File: src/rtl/tvm_pkg.sv
// tvm_pkg: shared FSM state encoding and 2-of-3 majority helper for triple_vote_monitor
package tvm_pkg;
  typedef enum logic [1:0] {IDLE = 2'b00, RUN = 2'b01, REPORT = 2'b10} state_t;
  function automatic logic maj3(input logic [2:0] v);
    return (v[0] & v[1]) | (v[0] & v[2]) | (v[1] & v[2]);
  endfunction
endpackage

File: src/rtl/tvm_vote_reg.sv
// tvm_vote_reg: registered 2-of-3 majority of the replicated flag plus combinational disagreement detect
module tvm_vote_reg
  import tvm_pkg::*;
(
  input  logic       clk,
  input  logic       rst_n,
  input  logic [2:0] in,
  output logic       voted,
  output logic       mismatch
);
  assign mismatch = (in != 3'b000) && (in != 3'b111);
  always_ff @(posedge clk or negedge rst_n)
    if (!rst_n) voted <= 1'b0;
    else voted <= maj3(in);
endmodule

File: src/rtl/triple_vote_monitor.sv
// triple_vote_monitor: votes a replicated flag, reports runs of 1s as handshaked events.
// Optional macro TRIPLE_VOTE_MONITOR_MISMATCH_CNT_EN adds the saturating disagreement counter.
module triple_vote_monitor
  import tvm_pkg::*;
#(
  parameter int CNT_W   = 8,
  parameter int MIN_RUN = 2
) (
  input  logic             clk,
  input  logic             rst_n,
  input  logic [2:0]       in,
  input  logic             evt_ready,
  output logic             voted,
  output logic             evt_valid,
  output logic [CNT_W-1:0] evt_len,
  output logic [CNT_W-1:0] mismatch_cnt,
  output logic             ovf
);
  localparam logic [CNT_W-1:0] MAX_CNT = '1;
  localparam logic [CNT_W-1:0] MIN_LEN = CNT_W'(MIN_RUN);
  state_t           state;
  logic [CNT_W-1:0] run_len;
  logic             voted_prev, mismatch, start;
  tvm_vote_reg u_vote (
    .clk      (clk),
    .rst_n    (rst_n),
    .in       (in),
    .voted    (voted),
    .mismatch (mismatch)
  );
  // Runs begin only on a rising voted; a run still high after a dropped event stays discarded.
  assign start = voted && !voted_prev;
  always_ff @(posedge clk or negedge rst_n)
    if (!rst_n) begin
      state      <= IDLE;
      run_len    <= '0;
      evt_len    <= '0;
      evt_valid  <= 1'b0;
      ovf        <= 1'b0;
      voted_prev <= 1'b0;
    end else begin
      voted_prev <= voted;
      case (state)
        IDLE: if (start) begin
          state   <= RUN;
          run_len <= CNT_W'(1);
        end
        RUN: if (voted) run_len <= (run_len == MAX_CNT) ? run_len : run_len + 1'b1;
        else if (run_len >= MIN_LEN) begin
          state     <= REPORT;
          evt_len   <= run_len;
          evt_valid <= 1'b1;
        end else state <= IDLE;
        REPORT: begin
          if (start) ovf <= 1'b1;
          if (evt_ready) begin
            state     <= IDLE;
            evt_valid <= 1'b0;
          end
        end
        default: state <= IDLE;
      endcase
    end
`ifdef TRIPLE_VOTE_MONITOR_MISMATCH_CNT_EN
  always_ff @(posedge clk or negedge rst_n)
    if (!rst_n) mismatch_cnt <= '0;
    else if (mismatch && mismatch_cnt != MAX_CNT) mismatch_cnt <= mismatch_cnt + 1'b1;
`else
  logic unused_mismatch;
  assign unused_mismatch = mismatch;
  assign mismatch_cnt = '0;
`endif
endmodule

File: config.mk
export PLATFORM = sky130hd
export DESIGN_NAME = triple_vote_monitor
export DESIGN_NICKNAME = d
export VERILOG_FILES = /design/src/rtl/tvm_pkg.sv /design/src/rtl/tvm_vote_reg.sv /design/src/rtl/triple_vote_monitor.sv
export SDC_FILE = /design/constraint.sdc
export NUM_CORES = 1
export LEC_CHECK = 0
export CAP_MARGIN = 15
export CORE_UTILIZATION = 48
export CTS_CLUSTER_SIZE = 24
export DETAILED_ROUTE_END_ITERATION = 16
export PLACE_DENSITY = 0.87
export SYNTH_ARGS = -nofsm -noshare
export SYNTH_HDL_FRONTEND = slang
export SYNTH_SLANG_ARGS = --single-unit
File: constraint.sdc
create_clock -name clk -period 1.8 [get_ports clk]
set_input_delay 0.27 -clock clk [delete_from_list [all_inputs] [get_ports clk]]
set_output_delay 0.27 -clock clk [all_outputs]
set_load 0.01 [all_outputs]
==> summary.log, run 1 <==
INFO  logic_synthesis post_synth_instance_area=1090µm²
INFO  worst_hold_path min_path_type=in2async
INFO  critical_path  critical_path_depth=1
INFO  logic_synthesis ys_warn_count=0
INFO  placed_design  buffer_ports.inserted=16
INFO  sta            number_of_endpoints_with_negative_hold_slack_in_the_final_report=0
INFO  route          viasPerCell=5.77
INFO  clocking       clock_pin_slew_on_the_worst_setup_and_hold_paths=0.14ns
INFO  sta            setup-tns-final=0ns
INFO  power          p_leak=0.631nW
INFO  clocking       cts_max_path_buffers=2
INFO  critical_path  end_of_the_worst_register_to_register_path=run_len[1]
INFO  route          average_wire_length_per_cell_after_detail_routing=15.9µm
INFO  cells_and_area diodes=0
INFO  floorplanning  die-width=49.6µm
INFO  logic_synthesis yosysTopAreaCellShare=50.6%
INFO  logic_synthesis syn_inst=96
INFO  critical_path  crit-reg2reg-launch=run_len[1]
INFO  critical_path  worstPathRequired=1.53ns
INFO  placed_design  dp_hpwl=1600µm
INFO  critical_path  worst_path_largest_cell_delay=0.59ns
INFO  sta            final.period_utilization=95.0%
INFO  global_routing vias_in_the_first_global_route=820
INFO  global_routing grt_pass1_wl=3910µm
INFO  clocking       hold_buffers=0
INFO  logic_synthesis edff_count_synth=0
INFO  global_routing grt_util_all_layers=21.0%
INFO  clocking       htree_num_levels=1
INFO  route          detail_route.first_pass.iterations=4
INFO  critical_path  critical_path.slowest_cell=clkdlybuf4s50_1
INFO  clocking       skew_pair_late_insertion_delay=0.32ns
INFO  critical_path  criticalPathCategory=reg2out
INFO  floorplanning  design.die.area=2460µm²
INFO  sta            timing.final.crit_period=1.71ns
INFO  floorplanning  die_h=49.6µm
INFO  route          antenna_left=0
INFO  logic_synthesis ys_ff_latch=22
INFO  clocking       cts_made_buffers=3
INFO  global_routing grt_start_max_net_pins=23
INFO  sta            timing.final.setup_violations=0
INFO  critical_path  worstPathArrival=1.44ns
INFO  critical_path  rrSetupSlack=0.15ns
INFO  route          post-route-drc-count=0
INFO  critical_path  timing.critical_path.cells=clkdlybuf4s50_1
INFO  cells_and_area finalNetCount=127
INFO  logic_synthesis syn_area_per_cell=11.3µm²
INFO  critical_path  worstSetupEndpoint=voted
INFO  critical_path  timing.critical_path.fanout_max=6
INFO  global_routing antenna_found_initial=0
INFO  route          detailroute.via_count=836
INFO  logic_synthesis synthDistinctLibCells=38
INFO  critical_path  type_of_element_capturing_the_critical_path=primary output
INFO  logic_synthesis netlist.top_cell.by_area=dfrtp_1
INFO  floorplanning  io_pins=25
INFO  power          fin_total_pwr=1.61mW
INFO  logic_synthesis async_reset_ff_share=100%
INFO  power          cellPowerDensity=1200nW/µm²
INFO  global_routing grt_overflow_total=0
INFO  cells_and_area drive_above_1_share=18.6%
INFO  power          peakVddDrop=0.828mV
INFO  sta            clock-skew-final=0.0160ns
INFO  sta            final-max-slew-violation-count=0
INFO  clocking       clock_tree_from_tritoncts=built
INFO  job            max_cap_violations=0
INFO  sta            rsz0062_at_grt=false
INFO  critical_path  startpoint_type=flop
INFO  sta            timing.fmax=585MHz
INFO  floorplanning  initial_cell_density_of_the_core=53.3%
INFO  logic_synthesis ys_top_cells_by_area=dfrtp_1 51%, mux2_2 8.3%, buf_4 5.5%
INFO  cells_and_area final.fill_count=162
INFO  critical_path  critPathTopFamily=buffers and inverters
INFO  logic_synthesis seq_area_frac_synth=50.6%
INFO  route          totalWireLength=2300µm
INFO  route          drt_iter0_drc=27
INFO  clocking       clk_root_buffer_cell=clkbuf_4
INFO  placed_design  global_placement_routability_congestion=0.882
INFO  floorplanning  floorplan.core_area=2040µm²
INFO  critical_path  worstPathBufferInverterCount=1
INFO  cells_and_area area_growth=23.2%
INFO  logic_synthesis synth_ff_type=dfrtp_1
INFO  status         run_status=finished clean
INFO  critical_path  reg2regPathDepth=5
INFO  critical_path  critPathLaunch=u_vote.voted
INFO  floorplanning  num_rows=16
INFO  clocking       tritoncts_num_sinks=22
-- cell families (layout without fill, tap and decap cells) --
logic type               after synthesis  count (layout)  synth area share (%)
AND/OR/NAND/NOR                       25              25                  13.7
AO/OA/AOI/OAI                         22              22                  15.7
flip-flops                            22              22                  50.6
buffers and inverters                 15              30                  8.16
multiplexers                           8               8                  8.28
adder cells (fa/ha/maj)                3               3                  3.22
other                                  1               8                 0.344
-- cell type report --
type	count	area, µm²	area share [%]
Inverter	5	18.8	1.40
Multi-Input combinational cell	66	475	35.4
Timing Repair Buffer	21	210	15.7
Sequential cell	22	551	41.0
Clock buffer	3	22.5	1.68
Clock inverter	1	30.0	2.24
Tap cell	27	33.8	2.52
-- cell usage after synthesis (2+ instances only) --
master,number
a21o_1,2
nor2_1,2
nand2b_1,2
a21oi_1,3
dfrtp_1,22
nand2_1,6
inv_1,4
o21ai_0,3
mux2_2,8
a211o_1,2
a31oi_1,3
ha_1,2
nor4_2,2
buf_4,8
nor2b_1,2
nand3_1,2
nand3b_1,2
-- worst min path at each step --
stage                     startpoint         end  slack [ns]
final                          rst_n  evt_len[5]        0.27
after global routing           rst_n  evt_len[5]        0.32
after CTS                      rst_n  evt_len[5]        0.28
after detailed placement         ovf         ovf        0.46
after global placement           ovf         ovf        0.45
after floorplan                rst_n  evt_len[0]       -0.03
-- report_power, final --
group          switching [mW]  internal, mW
registers               0.108         0.599
clock network           0.163         0.225
logic                   0.231         0.282
total                   0.502          1.11
-- per-layer routing --
| layer | wire length, µm | vias to the layer above | GRT usage [%] | share of wire (%) |
|---|---|---|---|---|
| li1 | - | 374 | - | - |
| met1 | 950 | 402 | 29.0 | 41 |
| met2 | 1140 | 53 | 32.9 | 50 |
| met3 | 170 | 7 | 3.40 | 7.4 |
| met4 | 39 | 0 | 8.10 | 1.7 |
| met5 | 0 | - | 0 | 0 |
-- sequential cells by signal, indices dropped and copies added (netlist names) --
signal,cells
run_len,8
voted_prev,1
ovf,1
evt_len,8
u_vote.voted,1
evt_valid,1
state,2
-- per-stage QoR --
stage,cells,setup WS [ns],hold slack [ns],area [µm²],utilization (%)
after floorplan,103,0.252,-0.0256,1110,-
after global placement,139,0.128,0.451,1260,61.8
after detailed placement,139,0.0822,0.455,1260,61.8
after CTS,143,0.0537,0.283,1310,64.3
after global routing,145,0.00630,0.322,1340,65.7
final,145,0.0905,0.267,1340,65.7
-- layout by cell type, fill, tap and decap left out, types with 3 or more instances in the layout --
| cell | netlist | final |
|---|---|---|
| inv_1 | 4 | 4 |
| buf_4 | 8 | 4 |
| dfrtp_1 | 22 | 22 |
| a31oi_1 | 3 | 3 |
| o21ai_0 | 3 | 3 |
| conb_1 | 1 | 8 |
| clkdlybuf4s50_1 | 0 | 16 |
| mux2_2 | 8 | 8 |
| a21oi_1 | 3 | 3 |
| nand2_1 | 6 | 6 |
| clkbuf_4 | 0 | 3 |
-- timing repair --
item                                    CTS  global route
resized for setup                         0             0
setup buffers                             0             2
endpoints found under the setup margin    0             8
Note: power is estimated with default switching activity, not from simulation.
==> run 2: changes to the inputs <==
- CORE_MARGIN: default -> 3
- CORE_UTILIZATION: 48 -> 51
- CTS_BUF_LIST: default -> sky130_fd_sc_hd__clkbuf_4
- PLACE_DENSITY: 0.87 -> 0.91
==> run 2 against run 1 <==
Die area is 11% higher. Critical path type unchanged. Global-route usage decreased by 2.4 points. Combinational power hardly changed. Critical path depth did not move.
==> summary.log, run 2 (synthesis results as in run 1) <==
INFO  floorplanning  die-width=52.2µm [was 49.6 µm]
INFO  worst_hold_path min_path_type=in2async [unchanged]
INFO  cells_and_area area_growth=18.9% [was 23.2%]
INFO  critical_path  timing.critical_path.cells=clkdlybuf4s50_1 [unchanged]
INFO  critical_path  crit-reg2reg-launch=run_len[0] [was run_len[1]]
INFO  route          post-route-drc-count=0 [unchanged]
INFO  power          p_leak=0.599nW [was 0.631 nW]
INFO  route          average_wire_length_per_cell_after_detail_routing=15.8µm [was 15.9 µm]
INFO  clocking       skew_pair_late_insertion_delay=0.31ns [was 0.32 ns]
INFO  clocking       tritoncts_num_sinks=22 [unchanged]
INFO  job            max_cap_violations=0 [unchanged]
INFO  cells_and_area layout.cells.most_common=dfrtp_1 [unchanged]
INFO  placed_design  global_placement_routability_congestion=0.948 [was 0.882]
INFO  power          fin_total_pwr=1.45mW [was 1.61 mW]
INFO  critical_path  startpoint_type=flop [unchanged]
INFO  global_routing grt_start_max_net_pins=23 [unchanged]
INFO  critical_path  critPathTopFamily=buffers and inverters [unchanged]
INFO  route          totalWireLength=2260µm [was 2300 µm]
INFO  clocking       htree_num_levels=1 [unchanged]
INFO  floorplanning  floorplan.core_area=1980µm² [was 2040 µm²]
INFO  power          peakVddDrop=0.686mV [was 0.828 mV]
INFO  sta            setup-tns-final=0ns [unchanged]
INFO  global_routing grt_util_all_layers=18.5% [was 21.0%]
INFO  global_routing grt_overflow_total=0 [unchanged]
INFO  sta            rsz0062_at_grt=false [unchanged]
INFO  global_routing grt_pass1_wl=3590µm [was 3910 µm]
INFO  critical_path  worstPathRequired=1.53ns [about the same]
INFO  route          detailroute.via_count=816 [was 836]
INFO  placed_design  dp_hpwl=1630µm [was 1600 µm]
INFO  clocking       clock_tree_from_tritoncts=built [unchanged]
INFO  critical_path  criticalPathCategory=reg2out [unchanged]
INFO  cells_and_area diodes=0 [unchanged]
INFO  cells_and_area drive_above_1_share=17.2% [was 18.6%]
INFO  sta            clock-skew-final=0.00941ns [was 0.0160 ns]
INFO  critical_path  end_of_the_worst_register_to_register_path=evt_len[5] [was run_len[1]]
INFO  placed_design  buffer_ports.inserted=16 [unchanged]
INFO  critical_path  worst_path_largest_cell_delay=0.60ns [was 0.59 ns]
INFO  critical_path  timing.critical_path.fanout_max=7 [was 6]
INFO  clocking       cts_made_buffers=3 [unchanged]
INFO  clocking       clock_pin_slew_on_the_worst_setup_and_hold_paths=0.12ns [was 0.14 ns]
INFO  cells_and_area reg_top3=evt_len x8, run_len x8, state x2 [unchanged]
INFO  route          detail_route.first_pass.iterations=4 [unchanged]
INFO  sta            timing.final.crit_period=1.73ns [was 1.71 ns]
INFO  global_routing antenna_found_initial=0 [unchanged]
INFO  route          drt_iter0_drc=10 [was 27]
INFO  floorplanning  io_pins=25 [unchanged]
INFO  clocking       cts_max_path_buffers=2 [unchanged]
INFO  sta            final.period_utilization=95.9% [was 95.0%]
INFO  cells_and_area final.fill_count=149 [was 162]
INFO  floorplanning  initial_cell_density_of_the_core=54.9% [was 53.3%]
INFO  critical_path  type_of_element_capturing_the_critical_path=primary output [unchanged]
INFO  route          antenna_left=0 [unchanged]
INFO  critical_path  reg2regPathDepth=5 [unchanged]
INFO  power          cellPowerDensity=1120nW/µm² [was 1200 nW/µm²]
INFO  sta            timing.final.setup_violations=0 [unchanged]
INFO  cells_and_area finalNetCount=125 [was 127]
INFO  route          viasPerCell=5.71 [was 5.77]
INFO  sta            final-max-slew-violation-count=0 [unchanged]
INFO  global_routing vias_in_the_first_global_route=761 [was 820]
INFO  sta            timing.fmax=579MHz [was 585 MHz]
INFO  floorplanning  design.die.area=2720µm² [was 2460 µm²]
INFO  critical_path  rrSetupSlack=0.13ns [was 0.15 ns]
INFO  critical_path  worstPathBufferInverterCount=1 [unchanged]
INFO  critical_path  critical_path.slowest_cell=clkdlybuf4s50_1 [unchanged]
INFO  cells_and_area layout_common_cells=21 x dfrtp_1, 16 x clkdlybuf4s50_1, 8 x mux2_2, 8 x conb_1, 6 x nand2_1 [was 22 x dfrtp_1, 16 x clkdlybuf4s50_1, 8 x mux2_2, 8 x conb_1, 6 x nand2_1]
INFO  critical_path  worstPathArrival=1.46ns [was 1.44 ns]
INFO  status         run_status=finished clean [unchanged]
INFO  floorplanning  die_h=52.2µm [was 49.6 µm]
INFO  floorplanning  num_rows=16 [unchanged]
INFO  clocking       clk_root_buffer_cell=clkbuf_4 [unchanged]
INFO  sta            number_of_endpoints_with_negative_hold_slack_in_the_final_report=0 [unchanged]
==> run 2: cell types whose count changed in the layout (fill, tap and decap cells not counted) <==
cell	delta
buf_12	-1
a211oi_2	+1
bufinv_16	-1
clkinv_1	+1
dfrtp_1	-1
buf_4	-2
dfrtp_2	+1
==> run 2: how the worst max path moves through the flow <==
stage / endpoint / startpoint / cells after the start
4_1_cts: evt_len[0] / run_len[0] / 5
5_1_grt: evt_len[4] / run_len[0] / 5
6_report: voted / u_vote.voted / 1
2_1_floorplan: evt_len[0] / run_len[0] / 5
3_5_place_dp: evt_len[0] / run_len[0] / 5
3_3_place_gp: evt_len[7] / run_len[1] / 4
==> run 2: metal layers <==
metal / global-route usage (%) / routed length, µm / up-vias
li1: - / - / 376
met3: 3.42 / 94 / 6
met2: 25.7 / 1090 / 23
met4: 12.8 / 52 / 0
met5: 0 / 0 / -
met1: 26.0 / 1020 / 411
==> run 2: final cells by class <==
cell class | instances | area, µm² | share of cell area [%]
inverter | 5 | 18.8 | 1.45
clock buffer | 3 | 22.5 | 1.74
tap | 27 | 33.8 | 2.61
multi-input combinational | 67 | 488 | 37.7
sequential | 22 | 552 | 42.6
clock inverter | 1 | 3.75 | 0.290
timing repair buffer | 18 | 175 | 13.5
==> run 2: metrics by stage <==
stage | cells | hold slack (ns) | setup slack [ns] | util [%] | area [µm²]
2_1_floorplan | 103 | -0.0256 | 0.252 | - | 1110
3_3_place_gp | 138 | 0.450 | 0.141 | 63.3 | 1250
3_5_place_dp | 138 | 0.466 | 0.0426 | 63.3 | 1250
4_1_cts | 142 | 0.288 | 0.0373 | 64.6 | 1280
5_1_grt | 143 | 0.296 | 0.00220 | 65.3 | 1290
6_report | 143 | 0.282 | 0.0731 | 65.3 | 1290
==> run 2: power by group <==
group	switching [mW]	leakage [nW]	internal, mW
Clock	0.148	0.0154	0.0810
Sequential	0.112	0.288	0.601
Combinational	0.245	0.296	0.266
==> run 2: repair_timing <==
| item | 4_1_cts | 5_1_grt |
|---|---|---|
| endpoints found under the setup margin | 0 | 9 |
| buffers inserted | 0 | 0 |
| gates resized for setup | 0 | 1 |
| hold buffers | 0 | 0 |
==> run 3: changes to the inputs <==
- CTS_CLUSTER_SIZE: 24 -> 8
==> results of run 3 <==
Final layout, timing and power as in run 2 (identical DEF).
==> edit, RTL diff (settings of run 2) <==
Set the parameter `CNT_W` to 6 (it was 8).
--- a/src/rtl/triple_vote_monitor.sv
+++ b/src/rtl/triple_vote_monitor.sv
@@ -3,7 +3,7 @@
 module triple_vote_monitor
   import tvm_pkg::*;
 #(
-  parameter int CNT_W   = 8,
+  parameter int CNT_W   = 6,
   parameter int MIN_RUN = 2
 ) (
   input  logic             clk,
Ports: changed (resized evt_len and mismatch_cnt); port bits go from 25 to 21. No check against the original RTL was run, so the function may have changed too.
==> edit against run 2 <==
  * Total power down 8.4%
  * Via count down 11%
  * Area after synthesis down 17%
  * Fmax down 0.31%
  * Wire length down 14%
  * Largest power group unchanged
  * Global-route usage up 1.6 points
  * Design area down 15%
  * Die area down 15%
  * Setup slack worse by 0.0053 ns
  * Count of clock-buffer cells in the layout unchanged
  * Sequential cell count down 4
==> edit: results (changes against run 2) <==
** Power
- Worst IR Drop VDD :: 0.838 mV (+22%)
- The leakage power figure was 0.498 nW (-17%).

** Layout
- Number of filler cells placed in the layout :: 106 (-29%)
- Post-layout nets :: 110 (-12%)
- The largest registers in the layout are evt_len x6, run_len x6, state x2.
- The fraction of layout cells with a size suffix above 1 is 22.0% (+4.8 points).

** Worst setup path
- R2r startpoint :: run_len[1]
- Slack of the worst reg-to-reg path :: 0.07 ns (-0.06 ns)
- The highest fanout seen on the critical path is 8 (+1).
- R2R depth :: 4 (-1)
- Reg-to-reg endpoint :: evt_len[4]
- The data arrival time of the critical path is 1.91 ns (+0.45 ns).

** Synthesis
- By count the netlist is led by sky130_fd_sc_hd__dfrtp_1, sky130_fd_sc_hd__buf_4, sky130_fd_sc_hd__mux2_2.
- Synth area leaders :: sky130_fd_sc_hd__dfrtp_1, sky130_fd_sc_hd__mux2_2, sky130_fd_sc_hd__buf_4
- The distinct cell type count of the synthesized netlist was 35 (-7.9%).
- The fraction of the yosys area taken by sequential cells is 49.6% (-0.99 points).

** Placed design
- Setup slack after placement :: 0.157 ns (+0.115 ns)
- The estimated wirelength of the detail-placed design was 1280 um (-21%).
- Port Buffer Count :: 14 (-2)
- The total placed instance area came to 1080 um2 (-14%).
- Routability congestion estimate from global placement :: 0.894 (-5.8%)

** Global routing
- Aggregate global-route resource usage :: 20.1% (+1.6 points)
- Pin count of the biggest net entering global routing :: 19 (-17%)
- First-pass GRT wire length :: 3190 um (-11%)
- The via count of the first global-routing pass came to 667 (-12%).

** Status
- Status :: finished, final reports clean

** Clock tree
- Clock root cell :: sky130_fd_sc_hd__clkbuf_4
- Clock transition at the registers of the reported paths :: 0.10 ns (-0.02 ns)
- The maximum count of clock buffers along a single path came to 2 (unchanged).
- The later-pin clock latency in the skew report was 0.29 ns (-0.02 ns).

** Timing
- The post-route worst hold slack is 0.287 ns (+0.00470 ns).
- The maximum clock skew at final layout is 0.00796 ns (-0.00145 ns).

** Routing
- The overall routed net length came to 1950 um (-14%).
- Vias :: 726 (-11%)
- The number of DRC violations after detailed-routing iteration 0 was 37 (+27).
edit: cell count changes after synthesis, moves of 2 or more:
| cell | delta |
|---|---|
| sky130_fd_sc_hd__dfrtp_1 | -4 |
| sky130_fd_sc_hd__nand2_1 | -4 |
| sky130_fd_sc_hd__a211o_1 | -2 |
| sky130_fd_sc_hd__a21o_1 | -2 |
| sky130_fd_sc_hd__a21o_2 | +2 |
| sky130_fd_sc_hd__buf_4 | -2 |
| sky130_fd_sc_hd__mux2_2 | -2 |
| sky130_fd_sc_hd__nand3b_1 | -2 |
edit: critical path, stage by stage (launching register included):
cell and delay [ns]:
sky130_fd_sc_hd__dfrtp_1 0.51, sky130_fd_sc_hd__ha_1 0.21, sky130_fd_sc_hd__nor2_1 0.07, sky130_fd_sc_hd__a211oi_4 0.43, sky130_fd_sc_hd__mux2_2 0.40
edit: power breakdown:
part           leakage, nW  internal [mW]  switching [mW]
combinational        0.251          0.272           0.256
sequential           0.233          0.507          0.0969
clock               0.0138         0.0779           0.121
edit: stage by stage:
stage                     utilization, %  instances
after floorplan                        -         86
after global placement              67.8        121
after detailed placement            67.8        121
after CTS                           69.2        124
after global routing                69.4        124
final                               69.4        124
edit: logic make-up after synthesis:
logic type | count (synthesis) | share of synthesized area, %
AO/OA/AOI/OAI | 19 | 16.1
adder cells (fa/ha/maj) | 3 | 3.86
buffers and inverters | 13 | 7.99
flip-flops | 18 | 49.6
multiplexers | 6 | 7.44
other | 1 | 0.413
AND/OR/NAND/NOR | 21 | 14.6
edit: worst max path at each step:
stage | start | to | slack (ns)
after CTS | run_len[0] | evt_len[4] | 0.09
after detailed placement | run_len[0] | evt_len[0] | 0.16
after floorplan | run_len[0] | evt_len[0] | 0.28
after global routing | run_len[1] | evt_len[4] | 0.006
final | run_len[1] | evt_len[4] | 0.07
after global placement | run_len[0] | evt_len[5] | 0.19
edit: routing by layer:
metal,GRT usage [%],vias up,wire length [um]
met3,2.95,7,159
met1,25.8,344,810
met5,0,-,0
met2,33.9,50,938
met4,8.06,0,43
li1,-,325,-
edit: cell type report:
class	count	area share, %
multi-input cells	55	36.8
well taps	24	2.71
inverters	5	1.70
repair buffers	19	16.1
flip-flops and latches	18	40.7
clock buffers	3	2.04
edit: what timing repair did:
action                                 in CTS  in global routing
gates resized for setup                     0                  1
endpoints found under the hold margin       0                  0
setup endpoints to repair                   0                  1
setup buffers                               0                  0
